File: src/rtl/fetch_ctrl.sv
// Instruction fetch controller: steps the PC register, issues imem requests and
// hands fetched words to decode, handling redirects and squashed responses.
module fetch_ctrl #(
  parameter int unsigned XLEN   = 32,
  parameter int unsigned PC_INC = 4
) (
  input  logic            clk,
  input  logic            reset,
  input  logic [XLEN-1:0] curr_pc,
  output logic [XLEN-1:0] next_pc,
  output logic            pc_en,
  output logic            imem_req_valid,
  output logic [XLEN-1:0] imem_req_addr,
  input  logic            imem_req_ready,
  input  logic            imem_resp_valid,
  input  logic [XLEN-1:0] imem_resp_data,
  input  logic            redirect_valid,
  input  logic [XLEN-1:0] redirect_pc,
  output logic            inst_valid,
  output logic [XLEN-1:0] inst_data,
  output logic [XLEN-1:0] inst_pc,
  input  logic            inst_ready
);

  typedef enum logic [1:0] {
    S_REQ  = 2'd0,
    S_WAIT = 2'd1,
    S_OUT  = 2'd2
  } state_e;

  state_e          state_q, state_d;
  logic            drop_q, drop_d;
  logic            inst_valid_q, inst_valid_d;
  logic [XLEN-1:0] inst_data_q, inst_data_d;
  logic [XLEN-1:0] inst_pc_q, inst_pc_d;

  always_ff @(posedge clk) begin
    if (reset) begin
      state_q      <= S_REQ;
      drop_q       <= 1'b0;
      inst_valid_q <= 1'b0;
      inst_data_q  <= '0;
      inst_pc_q    <= '0;
    end else begin
      state_q      <= state_d;
      drop_q       <= drop_d;
      inst_valid_q <= inst_valid_d;
      inst_data_q  <= inst_data_d;
      inst_pc_q    <= inst_pc_d;
    end
  end

  // Next-state and PC-update logic; a redirect always wins the PC load.
  always_comb begin
    state_d      = state_q;
    drop_d       = drop_q;
    inst_valid_d = inst_valid_q;
    inst_data_d  = inst_data_q;
    inst_pc_d    = inst_pc_q;
    pc_en        = 1'b0;
    next_pc      = '0;

    if (redirect_valid) begin
      pc_en   = 1'b1;
      next_pc = {redirect_pc[XLEN-1:2], 2'b00};
    end

    unique case (state_q)
      S_REQ: begin
        if (!redirect_valid && imem_req_ready) begin
          state_d = S_WAIT;
          drop_d  = 1'b0;
        end
      end
      S_WAIT: begin
        if (drop_q) begin
          if (imem_resp_valid) begin
            drop_d  = 1'b0;
            state_d = S_REQ;
          end
        end else if (imem_resp_valid) begin
          if (redirect_valid) begin
            state_d = S_REQ;
          end else begin
            inst_data_d  = imem_resp_data;
            inst_pc_d    = curr_pc;
            inst_valid_d = 1'b1;
            pc_en        = 1'b1;
            next_pc      = curr_pc + XLEN'(PC_INC);
            state_d      = S_OUT;
          end
        end else if (redirect_valid) begin
          // Response for the old PC is still in flight and must be swallowed.
          drop_d = 1'b1;
        end
      end
      S_OUT: begin
        if (redirect_valid || inst_ready) begin
          inst_valid_d = 1'b0;
          state_d      = S_REQ;
        end
      end
      default: state_d = S_REQ;
    endcase
  end

  // Gate the request with redirect so a stale curr_pc is never issued.
  assign imem_req_valid = (state_q == S_REQ) && !redirect_valid;
  assign imem_req_addr  = curr_pc;
  assign inst_valid     = inst_valid_q;
  assign inst_data      = inst_data_q;
  assign inst_pc        = inst_pc_q;

endmodule

File: config.mk
export PLATFORM = sky130hd
export DESIGN_NAME = fetch_ctrl
export DESIGN_NICKNAME = d
export VERILOG_FILES = /design/src/rtl/fetch_ctrl.sv
export SDC_FILE = /design/constraint.sdc
export NUM_CORES = 1
export LEC_CHECK = 0
export BUFFER_PORTS_ARGS = -buffer_cell sky130_fd_sc_hd__clkbuf_2
export CORE_UTILIZATION = 43
export CTS_CLUSTER_SIZE = 12
export DETAILED_ROUTE_END_ITERATION = 8
export GPL_TIMING_DRIVEN = 0
export PLACE_DENSITY = 0.81
export SYNTH_ARGS = -nofsm -noshare
export SYNTH_HDL_FRONTEND = slang
export SYNTH_SLANG_ARGS = --single-unit
File: constraint.sdc
create_clock -name clk -period 2.85 [get_ports clk]
set_input_delay 0.57 -clock clk [delete_from_list [all_inputs] [get_ports clk]]
set_output_delay 0.57 -clock clk [all_outputs]
set_load 0.01 [all_outputs]
==> results.md <==
- Outcome: complete, but fails checks
- Failing checks: negative setup slack
- P_leak: 2.482 nW
- Yosys warning count: 0
- Async set-reset flop share out of synthesis: 0
- R2R Setup Slk: 0.64 ns
- Largest net degree at the start of global routing: 14
- Vias/cell: 5.302
- Total congestion overflow: 0
- Unrepaired setup endpoints after global routing: yes
- Fmax: 338.0 MHz
- Number of max-cap violations: 0
- Reg2Reg Depth: 7
- Final hold slack: 0.4337 ns
- Number of detailed-route iterations in the first pass: 5
- Num ports: 233
- Routed WL: 13.42 mm
- Area of the mapped netlist: 3666 µm²
- CP arrival: 2.39 ns
- Slew headroom: 0.5306
- WHS Path Cells: 3
- Slew @ Worst Pin: 0.7040 ns
- Synth cell count leaders: 162 x nand2_1, 68 x dfxtp_1, 65 x a21oi_1
- Root buffer cell: clkbuf_8
- Crit path time final: 2.958 ns
- Synth Area per Inst: 7.010 µm²
- Worst-case clock skew: 0.007233 ns
- DR WL/cell: 15.30 µm
- Pwr Density: 425.7 nW/µm²
- Chip width: 94.34 µm
- Clock transition at path regs: 0.08 ns
- Share of post-route cells with drive strength above 1: 0.4003
- Mapped Nets: 626
- Clk Latency, worst-skew pair: 0.35 ns
- Final period utilization: 1.038
- PnR Total Power: 2.280 mW
- Max Root-Sink Buffers: 2
- Largest cells by area after synthesis: dfxtp_1 37%, nand2_1 17%, a21oi_1 8.9%
- Synth Instances: 523
- Cell with the most instances after synthesis: nand2_1
- CP endpoint kind: output port
- Final WS setup: -0.1083 ns
- Post-synth top area share: 0.3713
- Residual DRC: 0
- Max-slew violations: 0
- Die Area: 8899 µm²
- Critical path required time: 2.28 ns
- Max VDD drop: 256.0 µV
- 1st-iter DRT viols: 245
- Yosys reg bits: 68
- Sequential fraction of the synthesis area: 0.3713
- Cell variety after synth: 42
- Final nets: 870
- Worst-path maximum fanout: 6
- CTS Hold Bufs: 0
- CTS tree: done
- Critical Path Source Type: primary input
- IO Port Bufs: 227
- Cts bufs inserted: 9
- Largest area contributor in the netlist: dfxtp_1
- Final hold vios: 0
- CTS Sinks: 68
- Post-synth EDFFs: 0
- Initial antenna violation count: 0
- H-Tree Depth: 3
- Via count: 4650
- CP Class: primary input to output port
- Post-DRT Antenna Nets: 0
- Core Region: 8217 µm²
- Main flop type after synthesis: dfxtp_1
- Routability cong.: 0.8823
- Hold Path Class: primary input to register
- Die H: 94.34 µm
- DPL Wire Length: 10.20 mm
- Number of global-route vias before repair: 4234
- Std-Cell Rows: 33
- Starting density of the core: 0.4462
- Final setup fails: 5
- First-pass GRT wire length: 20.40 mm
- Antenna cells: 0
- Gr usage total: 0.2969
- Area grow syn2layout: 46.11%
==> critical path, stage by stage <==
cell	delay (ns)
clkbuf_16	0.11
ha_4	0.13
nand4_1	0.16
or4_4	0.63
buf_6	0.16
o41ai_4	0.35
nand3_1	0.11
buf_2	0.16
==> final timing paths <==
| path | from | endpoint |
|---|---|---|
| max | curr_pc[3] | next_pc[30] |
| min | imem_resp_data[29] | inst_data[29]$_SDFFE_PP0P_ |
| max reg2reg | state_q[1]$_SDFFE_PP0P_ | inst_pc[17]$_SDFFE_PP0P_ |
| min reg2reg | inst_data[29]$_SDFFE_PP0P_ | inst_data[29]$_SDFFE_PP0P_ |
==> power by group <==
part,internal [mW],total [mW],leakage (nW),switching (mW)
Combinational,0.177,0.403,1.82,0.226
Clock,0.497,0.903,0.110,0.406
Sequential,0.965,0.974,0.549,0.00885
==> placed cells by master, fill, tap and decap left out, drive strengths merged, types with 6 or more instances in the layout <==
cell    count
nand2     162
and3        6
buf        53
dfxtp      68
a21oi      65
xnor2      11
inv        12
o21ai      14
clkbuf    259
nand2b      6
nor4        6
nand3      16
nor2       12
nand4      12
nor3       23
==> layer usage <==
metal | routed length (µm) | track usage
met5 | 0 | 0
met4 | 428 | 0.1462
met3 | 1052 | 0.06119
met2 | 6646 | 0.5097
met1 | 5287 | 0.3503
==> flip-flops by register name, summed over array words and instances (netlist names) <==
signal	cells
inst_valid	1
state_q	2
inst_data	32
inst_pc	32
drop_q	1
==> stage by stage <==
| stage | std cells | area, µm² | setup slack [ns] | util | setup TNS, ns |
|---|---|---|---|---|---|
| after floorplan | 523 | 3666 | 0.1283 | - | 0 |
| after global placement | 855 | 4933 | -0.5094 | 0.6004 | -8.056 |
| after detailed placement | 855 | 4933 | -0.5309 | 0.6004 | -7.569 |
| after CTS | 877 | 5295 | -0.08250 | 0.6444 | -0.2813 |
| after global routing | 877 | 5356 | -0.1491 | 0.6519 | -0.6325 |
| final | 877 | 5356 | -0.1083 | 0.6519 | -0.2665 |
==> area by class of cell <==
cell class                 count  area, µm²
buffer                        69      396.6
sequential                    68       1363
tap                          105      131.4
fill                         764       2860
clock inverter                 7      98.84
multi-input combinational    374       1967
inverter                      11      41.29
clock buffer                   9      123.9
timing repair buffer         234       1235
==> kinds of logic after synthesis <==
kind of cell             Yosys count  synth area share
AND/OR/NAND/NOR                  256            0.3123
AO/OA/AOI/OAI                    104            0.1655
buffers and inverters             81            0.1164
flip-flops                        68            0.3713
XOR/XNOR                          13           0.03106
adder cells (fa/ha/maj)            1          0.003412
==> repair_timing <==
action / CTS / global route
buffers inserted: 6 / 2
pin swaps: 7 / 8
gates resized for setup: 22 / 31
setup endpoints to repair: 30 / 29
Note: power is estimated with default switching activity, not from simulation.
